$ cat config.mk
export PLATFORM = sky130hd
export DESIGN_NAME = mem_simple_dual_port_init_flat
export DESIGN_NICKNAME = d
export VERILOG_FILES = /design/src/rtl/mem_simple_dual_port_init_pkg.sv /design/src/rtl/mem_simple_dual_port_init_if.sv /design/src/rtl/mem_simple_dual_port_init_sequencer.sv /design/src/rtl/mem_simple_dual_port_init.sv /design/src/flat_wrapper.sv
export SDC_FILE = /design/constraint.sdc
export NUM_CORES = 1
export LEC_CHECK = 0
export BUFFER_PORTS_ARGS = -buffer_cell sky130_fd_sc_hd__buf_2
export CAP_MARGIN = 20
export CORE_ASPECT_RATIO = 1.2
export CORE_MARGIN = 5
export CORE_UTILIZATION = 50
export CTS_BUF_LIST = sky130_fd_sc_hd__clkbuf_8
export DETAILED_ROUTE_END_ITERATION = 16
export PLACE_DENSITY = 0.75
export REMOVE_ABC_BUFFERS = 1
export SYNTH_ARGS = -nofsm -noshare
export SYNTH_HDL_FRONTEND = slang
export SYNTH_SLANG_ARGS = --single-unit
export TNS_END_PERCENT = 100
$ cat constraint.sdc
create_clock -name clk -period 5 [get_ports clk]
set_input_delay 0.25 -clock clk [delete_from_list [all_inputs] [get_ports clk]]
set_output_delay 0.25 -clock clk [all_outputs]
set_load 0.005 [all_outputs]
$ cat src/rtl/mem_simple_dual_port_init_pkg.sv
// Shared types and the lane-merge helper for the simple dual-port RAM with init sequencer.
package mem_pkg;

   localparam int MEM_MAX_W = 1024;

   typedef enum logic {INIT_CLEAR, INIT_IDLE} init_state_t;

   typedef logic [MEM_MAX_W-1:0] mem_word_t;

   // Replace the lanes of old_w selected by we with the matching lanes of new_w.
   function automatic mem_word_t lane_merge(input mem_word_t old_w, input mem_word_t new_w,
                                            input mem_word_t we, input int lane_w);
      mem_word_t res;
      res = old_w;
      for (int i = 0; i < MEM_MAX_W; i++) begin
         if (we[i / lane_w]) res[i] = new_w[i];
      end
      return res;
   endfunction

endpackage

$ cat src/rtl/mem_simple_dual_port_init_if.sv
// Port A write / port B read bundle plus the clear/busy control pair.
interface mem_simple_dual_port_init_if #(
   parameter int DATA_WIDTH = 8,
   parameter int LANE_WIDTH = 8,
   parameter int DEPTH      = 16
);
   localparam int NUM_LANES = DATA_WIDTH / LANE_WIDTH;
   localparam int ADDR_W    = $clog2(DEPTH);

   logic                  clear;
   logic                  busy;
   logic [NUM_LANES-1:0]  wea;
   logic [ADDR_W-1:0]     addra;
   logic [DATA_WIDTH-1:0] dia;
   logic                  reb;
   logic [ADDR_W-1:0]     addrb;
   logic [DATA_WIDTH-1:0] dob;
   logic                  dob_valid;

   modport master (output clear, wea, addra, dia, reb, addrb,
                   input  busy, dob, dob_valid);
   modport slave  (input  clear, wea, addra, dia, reb, addrb,
                   output busy, dob, dob_valid);
endinterface

$ cat src/rtl/mem_simple_dual_port_init_sequencer.sv
// Init sweep FSM: walks ptr over every entry after reset or clear, owning the write port meanwhile.
module mem_init_sequencer
   import mem_pkg::*;
#(
   parameter int DEPTH  = 16,
   parameter int ADDR_W = $clog2(DEPTH)
) (
   input  logic              clk,
   input  logic              reset_n,
   input  logic              clear,
   output logic              busy,
   output logic              init_we,
   output logic [ADDR_W-1:0] init_addr
);
   localparam logic [ADDR_W-1:0] LAST = ADDR_W'(DEPTH - 1);

   init_state_t       state_d, state_q;
   logic [ADDR_W-1:0] ptr_d, ptr_q;

   // clear wins over the end-of-sweep wrap so a late clear still restarts from 0.
   always_comb begin
      state_d = state_q;
      ptr_d   = ptr_q;
      if (clear) begin
         state_d = INIT_CLEAR;
         ptr_d   = '0;
      end else if (state_q == INIT_CLEAR) begin
         if (ptr_q == LAST) begin
            state_d = INIT_IDLE;
            ptr_d   = '0;
         end else begin
            ptr_d = ptr_q + ADDR_W'(1);
         end
      end
   end

   always_ff @(posedge clk or negedge reset_n) begin
      if (!reset_n) begin
         state_q <= INIT_CLEAR;
         ptr_q   <= '0;
      end else begin
         state_q <= state_d;
         ptr_q   <= ptr_d;
      end
   end

   assign busy      = (state_q == INIT_CLEAR);
   assign init_we   = busy;
   assign init_addr = ptr_q;

endmodule

$ cat src/rtl/mem_simple_dual_port_init.sv
// Simple dual-port RAM with byte-lane writes, read bypass, 0/1/2-cycle read pipeline and init sweep.
module mem_simple_dual_port_init
   import mem_pkg::*;
#(
   parameter int DATA_WIDTH    = 8,
   parameter int LANE_WIDTH    = 8,
   parameter int DEPTH         = 16,
   parameter int OUTPUT_DELAY  = 1,
   parameter int WRITE_FIRST   = 1,
   parameter logic [DATA_WIDTH-1:0] DEFAULT_VALUE = '0
) (
   input logic                       clk,
   input logic                       reset_n,
   mem_simple_dual_port_init_if.slave bus
);
   localparam int ADDR_W = $clog2(DEPTH);

   if (OUTPUT_DELAY < 0 || OUTPUT_DELAY > 2) begin : g_bad_delay
      $fatal(1, "OUTPUT_DELAY must be 0, 1 or 2");
   end
   if (LANE_WIDTH < 1 || DATA_WIDTH % LANE_WIDTH != 0 || DATA_WIDTH > MEM_MAX_W) begin : g_bad_width
      $fatal(1, "DATA_WIDTH must be a multiple of LANE_WIDTH");
   end
   if (DEPTH < 2) begin : g_bad_depth
      $fatal(1, "DEPTH must be at least 2");
   end

   logic                  busy;
   logic                  init_we;
   logic [ADDR_W-1:0]     init_addr;
   logic [DATA_WIDTH-1:0] mem_q [DEPTH];
   logic [DATA_WIDTH-1:0] wr_word;
   logic [DATA_WIDTH-1:0] rd_word;
   logic                  wr_ok;
   logic                  rd_in_range;

   mem_init_sequencer #(.DEPTH(DEPTH), .ADDR_W(ADDR_W)) u_seq (
      .clk       (clk),
      .reset_n   (reset_n),
      .clear     (bus.clear),
      .busy      (busy),
      .init_we   (init_we),
      .init_addr (init_addr)
   );

   assign bus.busy = busy;

   always_comb begin
      wr_ok       = !busy && (int'(bus.addra) < DEPTH) && (|bus.wea);
      rd_in_range = int'(bus.addrb) < DEPTH;
      rd_word     = rd_in_range ? mem_q[bus.addrb] : DEFAULT_VALUE;
      wr_word     = DATA_WIDTH'(lane_merge(MEM_MAX_W'(mem_q[bus.addra]), MEM_MAX_W'(bus.dia),
                                           MEM_MAX_W'(bus.wea), LANE_WIDTH));
   end

   // The sweep owns the write port while busy; port A is simply not looked at then.
   always_ff @(posedge clk) begin
      if (init_we) begin
         mem_q[init_addr] <= DEFAULT_VALUE;
      end else if (wr_ok) begin
         mem_q[bus.addra] <= wr_word;
      end
   end

   if (OUTPUT_DELAY == 0) begin : g_d0
      assign bus.dob       = rd_word;
      assign bus.dob_valid = bus.reb;
   end else begin : g_dn
      logic                  byp_hit;
      logic [DATA_WIDTH-1:0] byp_word;
      logic [DATA_WIDTH-1:0] s1_d, s1_q;
      logic                  v1_q;

      always_comb begin
         byp_hit  = (WRITE_FIRST != 0) && !busy && rd_in_range && (bus.addra == bus.addrb);
         byp_word = byp_hit ? DATA_WIDTH'(lane_merge(MEM_MAX_W'(rd_word), MEM_MAX_W'(bus.dia),
                                                     MEM_MAX_W'(bus.wea), LANE_WIDTH))
                            : rd_word;
         s1_d     = bus.reb ? byp_word : s1_q;
      end

      always_ff @(posedge clk or negedge reset_n) begin
         if (!reset_n) begin
            s1_q <= DEFAULT_VALUE;
            v1_q <= 1'b0;
         end else begin
            s1_q <= s1_d;
            v1_q <= bus.reb;
         end
      end

      if (OUTPUT_DELAY == 1) begin : g_d1
         assign bus.dob       = s1_q;
         assign bus.dob_valid = v1_q;
      end else begin : g_d2
         logic [DATA_WIDTH-1:0] s2_q;
         logic                  v2_q;

         always_ff @(posedge clk or negedge reset_n) begin
            if (!reset_n) begin
               s2_q <= DEFAULT_VALUE;
               v2_q <= 1'b0;
            end else begin
               s2_q <= s1_q;
               v2_q <= v1_q;
            end
         end

         assign bus.dob       = s2_q;
         assign bus.dob_valid = v2_q;
      end
   end

endmodule

$ cat src/flat_wrapper.sv
// flat-port wrapper written by rule: the top's interface ports become plain ports
module mem_simple_dual_port_init_flat import mem_pkg::*;
#(
   parameter int DATA_WIDTH    = 8,
   parameter int LANE_WIDTH    = 8,
   parameter int DEPTH         = 16,
   parameter int OUTPUT_DELAY  = 1,
   parameter int WRITE_FIRST   = 1,
   parameter logic [DATA_WIDTH-1:0] DEFAULT_VALUE = '0
)
  (clk, reset_n, bus_clear, bus_wea, bus_addra, bus_dia, bus_reb, bus_addrb, bus_busy, bus_dob, bus_dob_valid);
  mem_simple_dual_port_init_if #(.DATA_WIDTH(DATA_WIDTH), .LANE_WIDTH(LANE_WIDTH), .DEPTH(DEPTH)) bus_i ();
  input logic clk;
  input logic reset_n;
  input wire logic [$bits(bus_i.clear)-1:0] bus_clear;
  input wire logic [$bits(bus_i.wea)-1:0] bus_wea;
  input wire logic [$bits(bus_i.addra)-1:0] bus_addra;
  input wire logic [$bits(bus_i.dia)-1:0] bus_dia;
  input wire logic [$bits(bus_i.reb)-1:0] bus_reb;
  input wire logic [$bits(bus_i.addrb)-1:0] bus_addrb;
  output wire logic [$bits(bus_i.busy)-1:0] bus_busy;
  output wire logic [$bits(bus_i.dob)-1:0] bus_dob;
  output wire logic [$bits(bus_i.dob_valid)-1:0] bus_dob_valid;
  assign bus_i.clear = bus_clear;
  assign bus_i.wea = bus_wea;
  assign bus_i.addra = bus_addra;
  assign bus_i.dia = bus_dia;
  assign bus_i.reb = bus_reb;
  assign bus_i.addrb = bus_addrb;
  assign bus_busy = bus_i.busy;
  assign bus_dob = bus_i.dob;
  assign bus_dob_valid = bus_i.dob_valid;
  mem_simple_dual_port_init #(.DATA_WIDTH(DATA_WIDTH), .LANE_WIDTH(LANE_WIDTH), .DEPTH(DEPTH), .OUTPUT_DELAY(OUTPUT_DELAY), .WRITE_FIRST(WRITE_FIRST), .DEFAULT_VALUE(DEFAULT_VALUE)) u_core (.clk(clk), .reset_n(reset_n), .bus(bus_i));
endmodule
==> PnR_summary.wiki, run 1 <==
{| class="wikitable"
! Metric !! Value
|-
| Count of final hold-check violations || 0
|-
| Count of unresolved DRC violations after routing || 0
|-
| Filler Cell Count || 860
|-
| Count of vias placed by the detailed router || 3185
|-
| Clock sinks || 142
|-
| Die Y || 128.9 um
|-
| Start point of the critical path || u_core.u_seq.state_q$_DFF_PN0_
|-
| Via count of the first global-routing pass || 3227
|-
| Number of cells after detailed placement || 502
|-
| Initial antenna violation count || 0
|-
| Critical setup path kind || flop to flop
|-
| Endpoint type of the worst setup path || flop
|-
| Multi-input gate area || 0.001549 mm2
|-
| Number of pins exceeding their max-slew limit in the final report || 0
|-
| Final worst hold slack || 24.16 ps
|-
| Share of flip-flops with an asynchronous set or reset after synthesis || 9.859%
|-
| Synthesized flop and latch total || 142
|-
| CTS H-Tree Depth || 4
|-
| Antenna-violating nets left || 0
|-
| Worst stage delay on the critical path || 730 ps
|-
| Diodes inserted || 0
|-
| Flip-flop cell with the highest count after synthesis || sky130_fd_sc_hd__edfxtp_1
|-
| Kind of cell adding the most delay to the critical path || simple AND/OR/NAND/NOR gates
|-
| Worst skew pair latency || 440 ps
|-
| First-pass detailed-route iteration total || 5
|-
| Gr ovfl total || 0
|-
| Number of synthesized flops with an enable pin || 128
|-
| Area enclosed by the die boundary || 0.01406 mm2
|-
| Data required time at the worst endpoint || 5060 ps
|-
| Vias per cell || 5.953
|-
| Portion of the clock cycle consumed by the worst path in the final layout || 46.57%
|-
| Power density over the cells || 374.1 mW/mm2
|-
| Count of unique library cells instantiated by Yosys || 38
|-
| Cell count after synthesis || 331
|-
| Count of pins on the block boundary || 31
|-
| TritonCTS clock tree || yes
|-
| Leakage component of the power || 2.130 nW
|-
| TritonCTS Buffers || 17
|-
| Hold wc startpoint || bus_clear
|-
| Achievable frequency || 429.5 MHz
|-
| Fraction of synthesized cell area taken by the top area cell type || 65.25%
|-
| Cell at the root of the clock tree || sky130_fd_sc_hd__clkbuf_8
|-
| Cell accounting for the most synthesized area || sky130_fd_sc_hd__edfxtp_1
|-
| Sequential cell area || 0.004194 mm2
|-
| Clock transition at the registers of the reported paths || 80 ps
|-
| Status || finished, final reports clean
|-
| Synthesis-to-finish area growth || 11.30%
|-
| Violation count after the first detailed-routing iteration || 259
|-
| RSZ-0062 raised after global routing || no
|-
| Wirelength per Cell || 22.46 um
|-
| Most used standard cell by instance count after synthesis || sky130_fd_sc_hd__edfxtp_1
|-
| Final std cells w/o fill || 535
|-
| Final weighted congestion in routability-driven placement || 0.9324
|-
| Slew HR || 39.75%
|-
| Buf/Inv on CP || 0
|-
| Initial standard-cell utilization of the core || 50.92%
|-
| Util after Layout || 56.68%
|-
| First-pass GRT wire length || 18.52 mm
|-
| Leading cell types by count after synthesis || sky130_fd_sc_hd__edfxtp_1 (128), sky130_fd_sc_hd__nor2_1 (21), sky130_fd_sc_hd__mux2i_1 (17)
|-
| Setup skew after layout || 11.53 ps
|-
| Post-synthesis sequential area ratio || 71.20%
|-
| Crit start category || flop
|-
| Detailed placement HPWL || 7.827 mm
|-
| Critical path fanouts, max || 19
|-
| Final TNS setup || 0 ps
|-
| Count of buffers inserted at the top-level ports || 30
|-
| Total number of nets in the final design || 387
|-
| Combined area of all synthesized cells || 0.005891 mm2
|-
| Final Setup Violations || 0
|-
| Chip Width || 109.1 um
|-
| Most area-consuming cells after synthesis || sky130_fd_sc_hd__edfxtp_1 (65%), sky130_fd_sc_hd__dfrtp_1 (5.9%), sky130_fd_sc_hd__mux4_1 (5.4%)
|-
| Pin count of the biggest net entering global routing || 28
|-
| Per-instance average area after synthesis || 17.80 um2
|-
| Min Clock Period, post-route || 2328 ps
|-
| Fraction of layout instances using a drive strength above 1 || 22.22%
|-
| Count of max-cap constraint violations || 0
|-
| Site Rows || 43
|-
| Min-delay worst type || input pin to flop
|-
| Total routing usage reported by global routing || 18.52%
|-
| Library cell contributing the largest single delay on the critical path || sky130_fd_sc_hd__nor2_1
|-
| Clock Tree Buf Depth || 2
|-
| Cells along the critical path || and2_1 > a31oi_1 > nor2_1
|-
| Core area || 0.01157 mm2
|-
| Actual transition at the worst max-transition pin || 900.5 ps
|-
| Beginning of the worst register-to-register path || u_core.u_seq.state_q$_DFF_PN0_
|-
| Number of warnings issued by yosys || 0
|-
| Worst path arrival time || 2390 ps
|-
| Peak supply drop || 168.3 uV
|-
| Final wirelength || 12.01 mm
|}
path summary, 6_finish.rpt:
check                      cells past startpoint                              to  slack (ps)
setup reg to reg                               3   u_core.mem_q[15][1]$_DFFE_PP_        2670
hold / removal                                 2  u_core.u_seq.state_q$_DFF_PN0_          20
min in group asynchronous                      2   u_core.bus.dob[7]$_DFFE_PN0P_         240
hold reg to reg                                2   u_core.bus.dob[5]$_DFFE_PN0P_         590
max in group asynchronous                      2   u_core.bus.dob[1]$_DFFE_PN0P_        4490
setup / recovery                               3   u_core.mem_q[15][1]$_DFFE_PP_        2670
worst register-to-register path, stage by stage (launching register included):
cell	delay [ps]
sky130_fd_sc_hd__dfrtp_1	670
sky130_fd_sc_hd__and2_1	340
sky130_fd_sc_hd__a31oi_1	210
sky130_fd_sc_hd__nor2_1	730
layout make-up:
type	instances	share of cell area (%)
well taps	157	2.996
flip-flops and latches	142	63.97
clock inverters	15	2.939
multi-input cells	166	23.63
clock buffers	17	3.569
repair buffers	32	2.557
inverters	6	0.3435
cells by family after synthesis:
kind of cell | after synthesis | share of synthesized area, %
xor+xnor | 5 | 0.8709
flops | 142 | 71.20
compound gates | 46 | 5.544
mux | 48 | 14.17
buf+inv | 23 | 2.506
fa+ha+maj | 1 | 0.2124
simple gates | 66 | 5.501
state kept, by name (all words and copies together) (netlist names):
register / count
u_core.bus.dob: 8
u_core.bus.dob_valid: 1
u_core.u_seq.init_addr: 4
u_core.mem_q: 128
u_core.u_seq.state_q: 1
through the flow:
| step | instance area (um2) | worst slack, ps | power (W) |
|---|---|---|---|
| finish | 6556 | 2672 | 0.002452 |
| global route | 6556 | 2507 | 0.002536 |
| CTS | 6556 | 2703 | 0.002463 |
| detailed placement | 6120 | 2721 | 0.001505 |
| global placement | 6120 | 2755 | 0.001500 |
| floorplan | 5766 | 3212 | 0.001434 |
layout by cell type, fill, tap and decap left out, types with 2 or more instances in the layout:
master                       count
sky130_fd_sc_hd__o21ai_1         6
sky130_fd_sc_hd__a31oi_1        13
sky130_fd_sc_hd__clkbuf_8       17
sky130_fd_sc_hd__clkinv_1        2
sky130_fd_sc_hd__a32oi_1         2
sky130_fd_sc_hd__o21ai_0         2
sky130_fd_sc_hd__nand2_1        12
sky130_fd_sc_hd__a221oi_1        7
sky130_fd_sc_hd__nand3_1         3
sky130_fd_sc_hd__nor2b_1         4
sky130_fd_sc_hd__xnor2_1         4
sky130_fd_sc_hd__mux2_2          7
sky130_fd_sc_hd__mux4_1         12
sky130_fd_sc_hd__o32ai_1         8
sky130_fd_sc_hd__nor2_1         21
sky130_fd_sc_hd__clkinvlp_4      3
sky130_fd_sc_hd__clkinv_2        4
sky130_fd_sc_hd__a21oi_1         5
sky130_fd_sc_hd__mux2i_1        17
sky130_fd_sc_hd__edfxtp_1      128
sky130_fd_sc_hd__dfrtp_1        14
sky130_fd_sc_hd__mux4_2         12
sky130_fd_sc_hd__nor3b_1         2
sky130_fd_sc_hd__inv_1           5
sky130_fd_sc_hd__bufinv_16       4
sky130_fd_sc_hd__nand2b_1        8
sky130_fd_sc_hd__nor3_1          4
sky130_fd_sc_hd__and3_1          9
sky130_fd_sc_hd__inv_6           2
sky130_fd_sc_hd__buf_2          30
where the power goes:
group	switching [W]	internal (W)
combinational	0.0000870	0.0000627
clock	0.000432	0.000541
sequential	0.0000154	0.00131
repair_timing:
| action | in CTS | in global routing |
|---|---|---|
| setup buffers | 0 | 0 |
| hold buffers | 1 | 0 |
| gates resized for setup | 0 | 0 |
| hold endpoints to repair | 14 | 0 |
layer usage:
metal,up-vias,share of wire [%],global-route usage (%)
met3,31,6.9,5.168
met4,0,3.5,9.510
met5,-,0,0
met2,142,49,29.39
li1,1410,-,-
met1,1602,41,23.29
No activity file was read; power rests on OpenSTA's default activity.
==> run 2, diff against run 1 <==
- ABC_AREA: default -> 1
- PLACE_DENSITY: 0.75 -> 0.78
- clock period: 5 -> 1.97 ns (I/O delays scaled with it)
==> run 2 against run 1 <==
Effect of this change:
- maximum frequency increased by 25%
- critical path type unchanged
- synthesized cell count increased by 98%
- sequential share of layout area decreased by 6.5 points
- non-clock buffer count increased by 31
- highest routed layer unchanged
==> PnR_summary.wiki, run 2 <==
{| class="wikitable"
! Metric !! Value
|-
| Portion of the clock cycle consumed by the worst path in the final layout || 94.42% (was 46.57%)
|-
| Actual transition at the worst max-transition pin || 566.6 ps (was 900.5 ps)
|-
| Final worst hold slack || 59.38 ps (was 24.16 ps)
|-
| Final weighted congestion in routability-driven placement || 0.9592 (was 0.9324)
|-
| Clock Tree Buf Depth || 2 (unchanged)
|-
| Min-delay worst type || input pin to flop (unchanged)
|-
| Count of unique library cells instantiated by Yosys || 28 (was 38)
|-
| Site Rows || 45 (was 43)
|-
| Crit start category || flop (unchanged)
|-
| Final Setup Violations || 0 (unchanged)
|-
| Count of vias placed by the detailed router || 4765 (was 3185)
|-
| Critical path fanouts, max || 17 (was 19)
|-
| Peak supply drop || 640.8 uV (was 168.3 uV)
|-
| First-pass GRT wire length || 23.40 mm (was 18.52 mm)
|-
| Per-instance average area after synthesis || 9.753 um2 (was 17.80 um2)
|-
| Pre-CTS setup slack || 147.5 ps (was 2721 ps)
|-
| TritonCTS clock tree || yes (unchanged)
|-
| Flip-flop cell with the highest count after synthesis || sky130_fd_sc_hd__edfxtp_1 (unchanged)
|-
| Endpoint type of the worst setup path || flop (unchanged)
|-
| Worst path arrival time || 2030 ps (was 2390 ps)
|-
| Simple-gate share of the synthesized area || 24.93% (was 5.501%)
|-
| Diodes inserted || 0 (unchanged)
|-
| Switching part of the total power || 22.78% (was 21.78%)
|-
| Leakage component of the power || 3.297 nW (was 2.130 nW)
|-
| Post-synthesis sequential area ratio || 65.75% (was 71.20%)
|-
| Internal || 0.004892 W (was 0.001918 W)
|-
| Power density over the cells || 868.5 mW/mm2 (was 374.1 mW/mm2)
|-
| Clock sinks || 142 (unchanged)
|-
| Total routing usage reported by global routing || 20.55% (was 18.52%)
|-
| Slew HR || 62.17% (was 39.75%)
|-
| Cell accounting for the most synthesized area || sky130_fd_sc_hd__edfxtp_1 (unchanged)
|-
| Antenna-violating nets left || 0 (unchanged)
|-
| Gr ovfl total || 0 (unchanged)
|-
| Count of pins on the block boundary || 31 (unchanged)
|-
| Setup skew after layout || 11.58 ps (was 11.53 ps)
|-
| Final TNS setup || 0 ps (unchanged)
|-
| Total number of nets in the final design || 731 (was 387)
|-
| Commonest non-fill, non-tap cell in the layout || sky130_fd_sc_hd__nand2_1 (was sky130_fd_sc_hd__edfxtp_1)
|-
| Count of max-cap constraint violations || 0 (unchanged)
|-
| Data required time at the worst endpoint || 2130 ps (was 5060 ps)
|-
| Area enclosed by the die boundary || 0.01513 mm2 (was 0.01406 mm2)
|-
| Share of flip-flops with an asynchronous set or reset after synthesis || 9.859% (unchanged)
|-
| Pin count of the biggest net entering global routing || 41 (was 28)
|-
| Clock transition at the registers of the reported paths || 80 ps (about the same)
|-
| Largest register by flop count || u_core.mem_q (unchanged)
|-
| Violation count after the first detailed-routing iteration || 471 (was 259)
|-
| Status || finished, final reports clean (unchanged)
|-
| Fraction of synthesized cell area taken by the top area cell type || 60.26% (was 65.25%)
|-
| Via count of the first global-routing pass || 4675 (was 3227)
|-
| Synthesis-to-finish area growth || 14.36% (was 11.30%)
|-
| RSZ-0062 raised after global routing || no (unchanged)
|-
| Number of synthesized flops with an enable pin || 128 (unchanged)
|-
| Cell at the root of the clock tree || sky130_fd_sc_hd__clkbuf_8 (unchanged)
|-
| Wirelength per Cell || 17.04 um (was 22.46 um)
|-
| Number of warnings issued by yosys || 0 (unchanged)
|-
| Min Clock Period, post-route || 1860 ps (was 2328 ps)
|-
| Detailed placement HPWL || 9.956 mm (was 7.827 mm)
|-
| Number of pins exceeding their max-slew limit in the final report || 0 (unchanged)
|-
| Arithmetic-cell share of the synthesized area counting full adders, half adders and majority gates || 0.1962% (was 0.2124%)
|-
| Synth Area in Compound Gates || 1.020% (was 5.544%)
|-
| Die Y || 133.7 um (was 128.9 um)
|-
| Sequential fraction of design power || 53.0% (was 54.2%)
|-
| Vias per cell || 5.378 (was 5.953)
|-
| Util after Layout || 57.84% (was 56.68%)
|-
| Least setup slack across all paths after layout || 109.9 ps (was 2672 ps)
|-
| Cell count after synthesis || 654 (was 331)
|-
| Most used standard cell by instance count after synthesis || sky130_fd_sc_hd__nand2_1 (was sky130_fd_sc_hd__edfxtp_1)
|-
| Net switching power figure || 0.001444 W (was 0.0005342 W)
|-
| Number of buffers inserted for hold repair after clock tree synthesis || 3 (was 1)
|-
| Count of unresolved DRC violations after routing || 0 (unchanged)
|-
| Synthesized flop and latch total || 142 (unchanged)
|-
| Part of the power in the clock network || 39.5% (was 39.7%)
|-
| Post CTS Setup Buffer Count || 0 (unchanged)
|-
| Final wirelength || 15.10 mm (was 12.01 mm)
|-
| TritonCTS Buffers || 17 (unchanged)
|-
| Initial standard-cell utilization of the core || 50.58% (was 50.92%)
|-
| Fraction of layout instances using a drive strength above 1 || 14.54% (was 22.22%)
|-
| Count of buffers inserted at the top-level ports || 30 (unchanged)
|-
| Largest register FFs || 128 (unchanged)
|-
| CTS H-Tree Depth || 4 (unchanged)
|-
| Worst skew pair latency || 450 ps (was 440 ps)
|-
| Count of final hold-check violations || 0 (unchanged)
|-
| Chip Width || 113.1 um (was 109.1 um)
|-
| Leading cell types by count after synthesis || sky130_fd_sc_hd__nand2_1 (236), sky130_fd_sc_hd__edfxtp_1 (128), sky130_fd_sc_hd__nand3_1 (106) (was sky130_fd_sc_hd__edfxtp_1 (128), sky130_fd_sc_hd__nor2_1 (21), sky130_fd_sc_hd__mux2i_1 (17))
|-
| Gates resized, CTS repair || 0 (unchanged)
|-
| Initial antenna violation count || 0 (unchanged)
|-
| Multiplexer share of the synthesized area || 0% (was 14.17%)
|-
| Critical setup path kind || flop to flop (unchanged)
|-
| Xor/xnor share of the synthesized area || 0.2746% (was 0.8709%)
|-
| First-pass detailed-route iteration total || 5 (unchanged)
|-
| Achievable frequency || 537.6 MHz (was 429.5 MHz)
|-
| Combinational power share || 7.5% (was 6.1%)
|-
| Combined area of all synthesized cells || 0.006379 mm2 (was 0.005891 mm2)
|-
| Core area || 0.01261 mm2 (was 0.01157 mm2)
|-
| Combinational family with the most area after synthesis || simple AND/OR/NAND/NOR gates (was multiplexers)
|-
| Highest-count cells in the layout ignoring fill and taps || sky130_fd_sc_hd__nand2_1 (236), sky130_fd_sc_hd__edfxtp_1 (128), sky130_fd_sc_hd__nand3_1 (106), sky130_fd_sc_hd__inv_1 (89) (was sky130_fd_sc_hd__edfxtp_1 (128), sky130_fd_sc_hd__buf_2 (30), sky130_fd_sc_hd__nor2_1 (21), sky130_fd_sc_hd__mux2i_1 (17), sky130_fd_sc_hd__clkbuf_8 (17))
|-
| Most area-consuming cells after synthesis || sky130_fd_sc_hd__edfxtp_1 (60%), sky130_fd_sc_hd__nand2_1 (14%), sky130_fd_sc_hd__nand3_1 (8.3%) (was sky130_fd_sc_hd__edfxtp_1 (65%), sky130_fd_sc_hd__dfrtp_1 (5.9%), sky130_fd_sc_hd__mux4_1 (5.4%))
|}
[run 2: changes by cell type after synthesis, moves of 6 or more]
cell and change:
sky130_fd_sc_hd__a221oi_1 -7, sky130_fd_sc_hd__a31oi_1 -13, sky130_fd_sc_hd__and3_1 -8, sky130_fd_sc_hd__buf_2 +14, sky130_fd_sc_hd__inv_1 +83, sky130_fd_sc_hd__inv_2 +6
sky130_fd_sc_hd__mux2_2 -7, sky130_fd_sc_hd__mux2i_1 -17, sky130_fd_sc_hd__mux4_1 -12, sky130_fd_sc_hd__mux4_2 -12, sky130_fd_sc_hd__nand2_1 +224, sky130_fd_sc_hd__nand2b_1 -8
sky130_fd_sc_hd__nand3_1 +103, sky130_fd_sc_hd__o32ai_1 -8
[run 2: path summary, 6_finish.rpt]
path	start	to	slack [ps]	depth (start not counted)
setup / recovery	u_core.u_seq.state_q$_DFF_PN0_	u_core.mem_q[14][5]$_DFFE_PP_	110	6
hold / removal	bus_dia[5]	u_core.bus.dob[5]$_DFFE_PN0P_	60	7
setup reg to reg	u_core.u_seq.state_q$_DFF_PN0_	u_core.mem_q[14][5]$_DFFE_PP_	110	6
hold reg to reg	u_core.bus.dob[0]$_DFFE_PN0P_	u_core.bus.dob[0]$_DFFE_PN0P_	490	2
max in group asynchronous	reset_n	u_core.u_seq.state_q$_DFF_PN0_	1640	2
min in group asynchronous	reset_n	u_core.u_seq.init_addr[2]$_DFFE_PN0P_	80	2
[run 2: final cells by class]
| cell class | instances | area (um2) |
|---|---|---|
| Sequential cell | 142 | 4194 |
| Clock buffer | 18 | 247.7 |
| Timing Repair Buffer | 63 | 405.4 |
| Multi-Input combinational cell | 389 | 1685 |
| Inverter | 96 | 365.4 |
| Clock inverter | 14 | 191.4 |
| Fill cell | 1034 | 5318 |
| Tap cell | 164 | 205.2 |
[run 2: metrics by stage]
stage	instance area, um2	power [W]	std cells
final	7295	0.006336	886
after global routing	7295	0.006570	886
after CTS	7295	0.006345	886
after detailed placement	6825	0.003887	851
after global placement	6825	0.003872	851
after floorplan	6245	0.003671	627
[run 2: logic make-up (layout without fill, tap and decap cells)]
kind of cell,Yosys count,in the layout
adders and majority gates,1,1
DFF,142,142
and+or+nand+nor,376,376
xor gates and xnor gates,2,2
buffers and inverters,123,191
AOI/OAI and AO/OA,10,10
[run 2: power groups by stage]
stage,Combinational (W),Clock [W],Sequential [W]
6_report,0.000477,0.00250,0.00336
3_3_place_gp,0.000449,0,0.00342
2_1_floorplan,0.000252,0,0.00342
3_5_place_dp,0.000463,0,0.00342
4_1_cts,0.000472,0.00251,0.00336
5_1_grt,0.000526,0.00268,0.00336
[run 2: per-layer routing]
metal	part of all wire (%)	GRT usage [%]
met1	37	23.42
met2	49	35.21
met3	8.9	4.952
met4	5.0	11.56
met5	0	0
[run 2: critical path, stage by stage (launching register included)]
cell and delay, ps:
sky130_fd_sc_hd__dfrtp_1 440, sky130_fd_sc_hd__nand2_2 260, sky130_fd_sc_hd__nand2_1 100, sky130_fd_sc_hd__o21ai_1 170, sky130_fd_sc_hd__nand2_1 210, sky130_fd_sc_hd__nor2_1 210, sky130_fd_sc_hd__buf_4 200
